$ cat config.mk
export PLATFORM = sky130hd
export DESIGN_NAME = ex_div_ctrl
export DESIGN_NICKNAME = d
export VERILOG_FILES = /design/src/rtl/ex_div_ctrl_pkg.sv /design/src/rtl/ex_div_ctrl_div_iter_step.sv /design/src/rtl/ex_div_ctrl.sv
export SDC_FILE = /design/constraint.sdc
export NUM_CORES = 1
export LEC_CHECK = 0
export ABC_AREA = 1
export CAP_MARGIN = 10
export CORE_MARGIN = 4
export CORE_UTILIZATION = 30
export CTS_CLUSTER_DIAMETER = 100
export DETAILED_ROUTE_END_ITERATION = 8
export PLACE_DENSITY_LB_ADDON = 0.25
export SYNTH_ARGS = -nofsm -noshare
export SYNTH_HDL_FRONTEND = slang
export SYNTH_SLANG_ARGS = --single-unit
$ cat constraint.sdc
create_clock -name clk -period 2.4 [get_ports clk]
set_input_delay 0.24 -clock clk [delete_from_list [all_inputs] [get_ports clk]]
set_output_delay 0.24 -clock clk [all_outputs]
set_load 0.03 [all_outputs]
$ cat src/rtl/ex_div_ctrl_pkg.sv
// Shared op codes, FSM state encoding and op-decode helpers for the EX-stage divider.
package ex_div_ctrl_pkg;

  localparam logic [7:0] OP_DIV_W  = 8'h20;
  localparam logic [7:0] OP_MOD_W  = 8'h21;
  localparam logic [7:0] OP_DIV_WU = 8'h22;
  localparam logic [7:0] OP_MOD_WU = 8'h23;

  typedef enum logic [2:0] {
    DIV_ST_IDLE = 3'd0,
    DIV_ST_PREP = 3'd1,
    DIV_ST_CALC = 3'd2,
    DIV_ST_FIX  = 3'd3,
    DIV_ST_DONE = 3'd4
  } div_state_t;

  function automatic logic is_div_op(input logic [7:0] op);
    return (op == OP_DIV_W) || (op == OP_MOD_W) || (op == OP_DIV_WU) || (op == OP_MOD_WU);
  endfunction

  function automatic logic op_is_signed(input logic [7:0] op);
    return (op == OP_DIV_W) || (op == OP_MOD_W);
  endfunction

  function automatic logic op_is_mod(input logic [7:0] op);
    return (op == OP_MOD_W) || (op == OP_MOD_WU);
  endfunction

endpackage

$ cat src/rtl/ex_div_ctrl_div_iter_step.sv
// One radix-2 restoring division step: shift {rem,quot} left, subtract divisor when it fits.
module div_iter_step #(
  parameter int unsigned DATA_W = 32
) (
  input  logic [DATA_W-1:0] rem_in,
  input  logic [DATA_W-1:0] quot_in,
  input  logic [DATA_W-1:0] divisor,
  output logic [DATA_W-1:0] rem_out,
  output logic [DATA_W-1:0] quot_out
);

  logic [DATA_W:0] w_trial;
  logic            w_ge;

  // Shifted partial remainder needs one extra bit before the compare.
  assign w_trial  = {rem_in, quot_in[DATA_W-1]};
  assign w_ge     = (w_trial >= {1'b0, divisor});
  assign rem_out  = w_ge ? (w_trial[DATA_W-1:0] - divisor) : w_trial[DATA_W-1:0];
  assign quot_out = {quot_in[DATA_W-2:0], w_ge};

endmodule

$ cat src/rtl/ex_div_ctrl.sv
// Iterative 32-bit divide sequencer for DIV.W/MOD.W/DIV.WU/MOD.WU; stalls EX while busy.
module ex_div_ctrl
  import ex_div_ctrl_pkg::*;
#(
  parameter int unsigned         DATA_W    = 32,
  parameter int unsigned         CNT_W     = 6,
  parameter logic [DATA_W-1:0]   DIV0_QUOT = '1
) (
  input  logic              clk,
  input  logic              resetn,
  input  logic              div_req,
  input  logic [7:0]        div_op,
  input  logic [DATA_W-1:0] src1,
  input  logic [DATA_W-1:0] src2,
  input  logic              flush,
  input  logic              res_ready,
  output logic              ex_stall,
  output logic              div_done,
  output logic [DATA_W-1:0] div_result
);

  div_state_t        r_state;
  logic [CNT_W-1:0]  r_cnt;
  logic [DATA_W-1:0] r_a;
  logic [DATA_W-1:0] r_b;
  logic [DATA_W-1:0] r_dvsr;
  logic [DATA_W-1:0] r_rem;
  logic [DATA_W-1:0] r_quot;
  logic              r_signed;
  logic              r_mod;
  logic              r_sign_q;
  logic              r_sign_r;
  logic              r_div0;
  logic              r_done;
  logic [DATA_W-1:0] r_result;

  logic              w_is_div;
  logic [DATA_W-1:0] w_abs_a;
  logic [DATA_W-1:0] w_abs_b;
  logic [DATA_W-1:0] w_rem_nxt;
  logic [DATA_W-1:0] w_quot_nxt;
  logic [DATA_W-1:0] w_quot_fix;
  logic [DATA_W-1:0] w_rem_fix;

  assign w_is_div = div_req & is_div_op(div_op);

  assign w_abs_a = (r_signed & r_a[DATA_W-1]) ? (-r_a) : r_a;
  assign w_abs_b = (r_signed & r_b[DATA_W-1]) ? (-r_b) : r_b;

  // Divide-by-zero results are returned raw, never sign-corrected.
  assign w_quot_fix = (!r_div0 && r_sign_q) ? (-r_quot) : r_quot;
  assign w_rem_fix  = (!r_div0 && r_sign_r) ? (-r_rem)  : r_rem;

  div_iter_step #(
    .DATA_W (DATA_W)
  ) u_step (
    .rem_in   (r_rem),
    .quot_in  (r_quot),
    .divisor  (r_dvsr),
    .rem_out  (w_rem_nxt),
    .quot_out (w_quot_nxt)
  );

  always_ff @(posedge clk or negedge resetn) begin
    if (!resetn) begin
      r_state  <= DIV_ST_IDLE;
      r_cnt    <= '0;
      r_a      <= '0;
      r_b      <= '0;
      r_dvsr   <= '0;
      r_rem    <= '0;
      r_quot   <= '0;
      r_signed <= 1'b0;
      r_mod    <= 1'b0;
      r_sign_q <= 1'b0;
      r_sign_r <= 1'b0;
      r_div0   <= 1'b0;
      r_done   <= 1'b0;
      r_result <= '0;
    end else if (flush) begin
      r_state <= DIV_ST_IDLE;
      r_done  <= 1'b0;
    end else begin
      case (r_state)
        DIV_ST_IDLE: begin
          if (w_is_div) begin
            r_a      <= src1;
            r_b      <= src2;
            r_signed <= op_is_signed(div_op);
            r_mod    <= op_is_mod(div_op);
            r_state  <= DIV_ST_PREP;
          end
        end
        DIV_ST_PREP: begin
          r_sign_q <= r_signed & (r_a[DATA_W-1] ^ r_b[DATA_W-1]);
          r_sign_r <= r_signed & r_a[DATA_W-1];
          if (r_b == '0) begin
            r_div0  <= 1'b1;
            r_quot  <= DIV0_QUOT;
            r_rem   <= r_a;
            r_state <= DIV_ST_FIX;
          end else begin
            r_div0  <= 1'b0;
            r_quot  <= w_abs_a;
            r_rem   <= '0;
            r_dvsr  <= w_abs_b;
            r_cnt   <= CNT_W'(DATA_W);
            r_state <= DIV_ST_CALC;
          end
        end
        DIV_ST_CALC: begin
          r_rem  <= w_rem_nxt;
          r_quot <= w_quot_nxt;
          r_cnt  <= r_cnt - CNT_W'(1);
          if (r_cnt == CNT_W'(1)) begin
            r_state <= DIV_ST_FIX;
          end
        end
        DIV_ST_FIX: begin
          r_result <= r_mod ? w_rem_fix : w_quot_fix;
          r_done   <= 1'b1;
          r_state  <= DIV_ST_DONE;
        end
        DIV_ST_DONE: begin
          if (res_ready) begin
            r_done  <= 1'b0;
            r_state <= DIV_ST_IDLE;
          end
        end
        default: begin
          r_state <= DIV_ST_IDLE;
        end
      endcase
    end
  end

  assign ex_stall   = (w_is_div && (r_state != DIV_ST_DONE)) ||
                      ((r_state == DIV_ST_DONE) && !res_ready);
  assign div_done   = r_done;
  assign div_result = r_result;

endmodule

# Yosys cells after proc, flatten, opt, wreduce, memory -nomap -nowiden
# Index checks and enable logic that the tools add are counted.
# W data, S select, Z words.
[totals] input_bits=77 regBits=207 elab_cells=87 out_inout_bits=34
[classes] n_bitwise=7 n_lt_le_gt_ge=1 mux=22 n_reduce_logical=23 eq_ne=14 n_addsub=6
[op_table] op="$mux W32" count=8
[op_table] op="$neg A32 Y32" count=4
[op_table] op="$pmux W32 S2" count=2
[op_table] op="$ge A33 B32 Y1" count=1
[op_table] op="$eq A8 B6 Y1 const B" count=4
[op_table] op="$logic_not A32 Y1" count=1
[op_table] op="$sub A32 B32 Y32" count=1
[op_table] op="$pmux W3 S5" count=1
[op_table] op="$mux W3" count=4
[op_table] op="$ne A3 B3 Y1 const B" count=4
[op_table] op="$pmux W6 S2" count=1
[op_table] op="$reduce_and A3 Y1" count=4
[op_table] op="$reduce_and A2 Y1" count=4
[op_table] op="$eq A3 B2 Y1 const B" count=2
[op_table] op="$eq A6 B1 Y1 const B" count=1
[op_table] op="$mux W6" count=1
[op_table] op="$sub A6 B1 Y6 const B" count=1
[op_table] op="$logic_or A1 B1 Y1" count=5
[op_table] op="$and A1 B1 Y1" count=4
[op_table] op="$logic_and A1 B1 Y1" count=4
[op_table] op="$mux W1" count=4
[op_table] op="$eq A3 B1 Y1 const B" count=1
[op_table] op="$eq A3 B3 Y1 const B" count=1
[op_table] op="$logic_not A3 Y1" count=1
[op_table] op="other kinds (7)" count=9

# Depth between registers and ports, before layout
[logic_depth] depth_word=8 ltp_mapped=18 mapped_depth_nobuf=17

# Modules after synthesis
# Synthesis repeated with hierarchy kept, for this count alone.
[unflattened] hier_cells=2405 hier_area_um2=15752.6
[modules_own_cells] module="ex_div_ctrl" n_inst=1 seq_area_each_um2=5180.0 area_per_inst_um2=12328.1 cells_each=1723
[modules_own_cells] module="div_iter_step" n_inst=1 seq_area_each_um2=0.0 area_per_inst_um2=3424.5 cells_each=682

# Worst setup path after synthesis
# OpenSTA, ideal clock, no wires.
[synth_path] path_type="register -> register" startpoint="register r_rem[15]" endpoint="register r_rem[6]" path_slack_ps=386 t_arrival_ps=1901 n_path_buf=1 setup_time_ps=113 period_less_slack_ps=2014 t_required_ps=2287 stages_incl_launch_ff=16 cell_sequence="dfrtp_1 ha_1 nand2_1 nor2_2 nand2_1 nor2_2 nand3_2 nand3_2 nor2_4 nand2_8 nor2_8 buf_8 nand2_1 nand3_1 nand2_1 inv_1"
[synth_between] elab_chain_len=3
[synth_lines] element="start, declared" line="ex_div_ctrl.sv:27" rtl="logic [DATA_W-1:0] r_rem;"
[synth_lines] element="start signal, assigned" line="ex_div_ctrl.sv:100" rtl="r_rem <= r_a;"
[synth_lines] element="start signal, assigned" line="ex_div_ctrl.sv:112" rtl="r_rem <= w_rem_nxt;"
[synth_lines] element="$ge A33 B32 Y1" line="ex_div_ctrl_div_iter_step.sv:17" rtl="assign w_ge = (w_trial >= {1'b0, divisor});"
[synth_lines] element="$mux W32" line="ex_div_ctrl_div_iter_step.sv:18" rtl="assign rem_out = w_ge ? (w_trial[DATA_W-1:0] - divisor) : w_trial[DATA_W-1:0];"
[synth_lines] element="$pmux W32 S2" line="ex_div_ctrl.sv:84" rtl="case (r_state)"
# Every way passes these cells.
# A chain may end at the register's enable or synchronous reset.

# Final worst setup path
[layout_path] startpoint="register r_rem[24]" endpoint="register r_rem[0]"
# The elaborated chain is that of the path after synthesis.

==> results.sh <==
export IMPL_fin_crit_sh=0.986
export IMPL_outcome="complete, no violations"
export IMPL_placed_instances=3234
export IMPL_syn_to_final_growth_pct=35.7
export IMPL_power_per_cell_area_nw_per_um2=1380
export IMPL_crit_chain="ha_4, nand2_1, nor2_2, inv_2, nor3_4, nand2_1, buf_4, clkinvlp_4, nand2_8, buf_6, nand3_1, nand3_1, a21oi_1"
export IMPL_yosysSeqAreaShare=0.332
export IMPL_wire_per_inst_um=18.3
export IMPL_report_final_slew_viol_count=0
export IMPL_fraction_of_final_layout_cells_with_drive_strength_greater_than_1=0.244
export IMPL_final_weighted_congestion_in_routability_driven_placement=0.954
export IMPL_timing_hold_violations_final=0
export IMPL_design_final_nets=2735
export IMPL_rsz0062_at_grt="yes"
export IMPL_ys_dominant_reg_cell="sky130_fd_sc_hd__dfrtp_1"
export IMPL_post_route_drc_count=0
export IMPL_synthesis_area_um2=15600
export IMPL_critical_path_arrival_ns=2.85
export IMPL_yosysWarningCount=0
export IMPL_fp_dieH_um=236
export IMPL_synth_cells=2271
export IMPL_clock_tree_root_cell="sky130_fd_sc_hd__clkbuf_16"
export IMPL_cts_made_buffers=27
export IMPL_placement_setup_worst_slack_ns=-0.185
export IMPL_yosys_area_top_type_share=0.332
export IMPL_critical_path_endpoint_type="flip-flop"
export IMPL_initial_util=0.303
export IMPL_drv_cap=0
export IMPL_synth_commonest_cells="sky130_fd_sc_hd__nand2_1 (603), sky130_fd_sc_hd__inv_1 (312), sky130_fd_sc_hd__nor2_1 (223)"
export IMPL_final_cells=3320
export IMPL_first_pass_iters=6
export IMPL_register_area_um2=5190
export IMPL_cp_slowest_stage_delay_ns=0.44
export IMPL_synthMostInstantiatedCell="sky130_fd_sc_hd__nand2_1"
export IMPL_setup_clock_skew_after_layout_ns=0.00982
export IMPL_number_of_placement_rows=83
export IMPL_number_of_register_bits_inferred_by_synthesis=207
export IMPL_filler_cell_count=5419
export IMPL_critical_path_slowest_cell="sky130_fd_sc_hd__dfrtp_2"
export IMPL_critical_path_top_delay_family="simple AND/OR/NAND/NOR gates"
export IMPL_max_clock_freq_ghz=0.423
export IMPL_multi_input_area_um2=9530
export IMPL_clk_pin_slew_ns=0.06
export IMPL_worstSetupPathType="reg2reg"
export IMPL_vias_per_cell=4.93
export IMPL_drt_first_iter_violations=1225
export IMPL_cts_buffer_depth=3
export IMPL_ranking_of_synthesized_cells_by_area="sky130_fd_sc_hd__dfrtp_1 (33%), sky130_fd_sc_hd__nand2_1 (15%), sky130_fd_sc_hd__inv_1 (7.5%)"
export IMPL_dp_final_hpwl_mm=48.2
export IMPL_worstHoldPathType="in2async"
export IMPL_async_set_or_reset_register_ratio_after_synthesis=1.00
export IMPL_start_kind="flip-flop"
export IMPL_coreArea_um2=51400
export IMPL_antenna_found_initial=1
export IMPL_num_vias=16400
export IMPL_overflow_after_grt=0
export IMPL_clk_insertion_delay_late_ns=0.56
export IMPL_fp_dieArea_um2=55700
export IMPL_synth_lib_cells_used_distinct=59
export IMPL_ctsHtreeMaxLevel=1
export IMPL_synth_area_per_cell_um2=6.86
export IMPL_cts_tree="yes"
export IMPL_worst_pin_slew_ns=0.711
export IMPL_cp_buffers_inverters=4
export IMPL_setup_viol=0
export IMPL_grt_start_max_net_pins=65
export IMPL_pin_count=111
export IMPL_synth_nets=2387
export IMPL_num_antenna_cells=0
export IMPL_path_max_fanout=10
export IMPL_ant_nets=0
export IMPL_die_extent_in_x_um=236
export IMPL_wirelength_mm=60.8
export IMPL_first_global_vias=15700
export IMPL_required_ns=2.88
export IMPL_synth_edf_count=0
export IMPL_synth_largest_area_cell="sky130_fd_sc_hd__dfrtp_1"
export IMPL_global_route_wire_length_before_repair_mm=93.1
export IMPL_minimum_clock_period_ns=2.37
export IMPL_globalRouteTotalUtil=0.211
export IMPL_clock_sinks=207
export IMPL_irDropWorstVdd_v=0.000510
export IMPL_fin_ws_ns=0.0347
export IMPL_total_power_mw=29.1
export IMPL_max_slew_margin_rel=0.521
export IMPL_power_leakage_nw=10.4
export IMPL_numPortBuffers=110
-- kinds of logic (layout without fill, tap and decap cells) --
family                     count (synthesis)  after routing  share of synthesized area
muxes                                     65             65                     0.0469
AOI/OAI and AO/OA                        332            332                      0.118
and+or+nand+nor                         1164           1167                      0.333
xor gates and xnor gates                  56             56                     0.0315
buffers and inverters                    408            774                      0.106
adders and majority gates                 39             39                     0.0318
DFF                                      207            207                      0.332
-- where the power goes --
group,leakage [nW],switching (mW),internal [mW]
combinational,7.26,11.2,7.78
clock,0.469,1.66,2.66
sequential,2.66,1.12,4.64
total,10.4,14.0,15.1
-- layout by cell type, fill, tap and decap left out, drive strengths merged, types with 11 or more instances in the layout --
cell,n
a21oi,127
xor2,45
nand3b,11
nand3,199
nor3,34
xnor2,11
clkdlybuf4s50,108
o21ai,149
a31oi,20
mux2,64
nand4,30
nand2,630
nor2,245
inv,331
ha,38
dfrtp,207
clkbuf,41
buf,276
-- flip-flops by register name, indices dropped and copies added (netlist names), 3 cells and up --
| register | flops |
|---|---|
| div_result | 32 |
| r_a | 32 |
| r_b | 32 |
| r_cnt | 6 |
| r_dvsr | 32 |
| r_quot | 32 |
| r_rem | 32 |
| r_state | 3 |
-- path summary, 6_finish.rpt --
kind / startpoint / endpoint / slack [ns] / cells past startpoint
setup reg to reg: r_rem[24]$_DFFE_PN0P_ / r_rem[0]$_DFFE_PN0P_ / 0.03 / 13
hold / removal: resetn / div_result[10]$_DFFE_PN0P_ / 0.22 / 2
max in group asynchronous: resetn / r_dvsr[0]$_DFFE_PN0P_ / 1.35 / 3
setup / recovery: r_rem[24]$_DFFE_PN0P_ / r_rem[0]$_DFFE_PN0P_ / 0.03 / 13
min in group clk: div_op[1] / r_signed$_DFFE_PN0P_ / 0.27 / 4
hold reg to reg: div_result[22]$_DFFE_PN0P_ / div_result[22]$_DFFE_PN0P_ / 0.48 / 2
-- stage by stage --
stage	instance area [um^2]	hold slack [ns]	util	TNS, ns
finish	21100	0.224	0.411	0
global route	21100	0.272	0.411	-0.292
CTS	20400	0.233	0.396	-0.0117
detailed placement	19100	0.275	0.371	-3.90
global placement	19100	0.267	0.371	-3.94
floorplan	15600	-0.0556	-	0
-- metal layers --
metal	global-route usage	part of all wire
met1	0.303	0.46
met2	0.323	0.43
met3	0.0365	0.066
met4	0.0701	0.041
met5	0	0
-- repair_timing --
item | in CTS | in global routing
endpoints found under the hold margin | 50 | 0
hold buffers | 1 | 0
resized for setup | 43 | 138
buffers inserted | 7 | 24
setup endpoints to repair | 62 | 67
pin swaps | 6 | 41
cloned | 3 | 1
-- layout make-up --
cell class | instances | share of cell area
multi-input combinational | 1659 | 0.451
inverter | 337 | 0.0606
clock buffer | 40 | 0.0385
sequential | 207 | 0.245
clock inverter | 10 | 0.00639
timing repair buffer | 386 | 0.158
tap | 680 | 0.0402
timing repair inverter | 1 | 0.000355
Note: power is estimated with default switching activity, not from simulation.
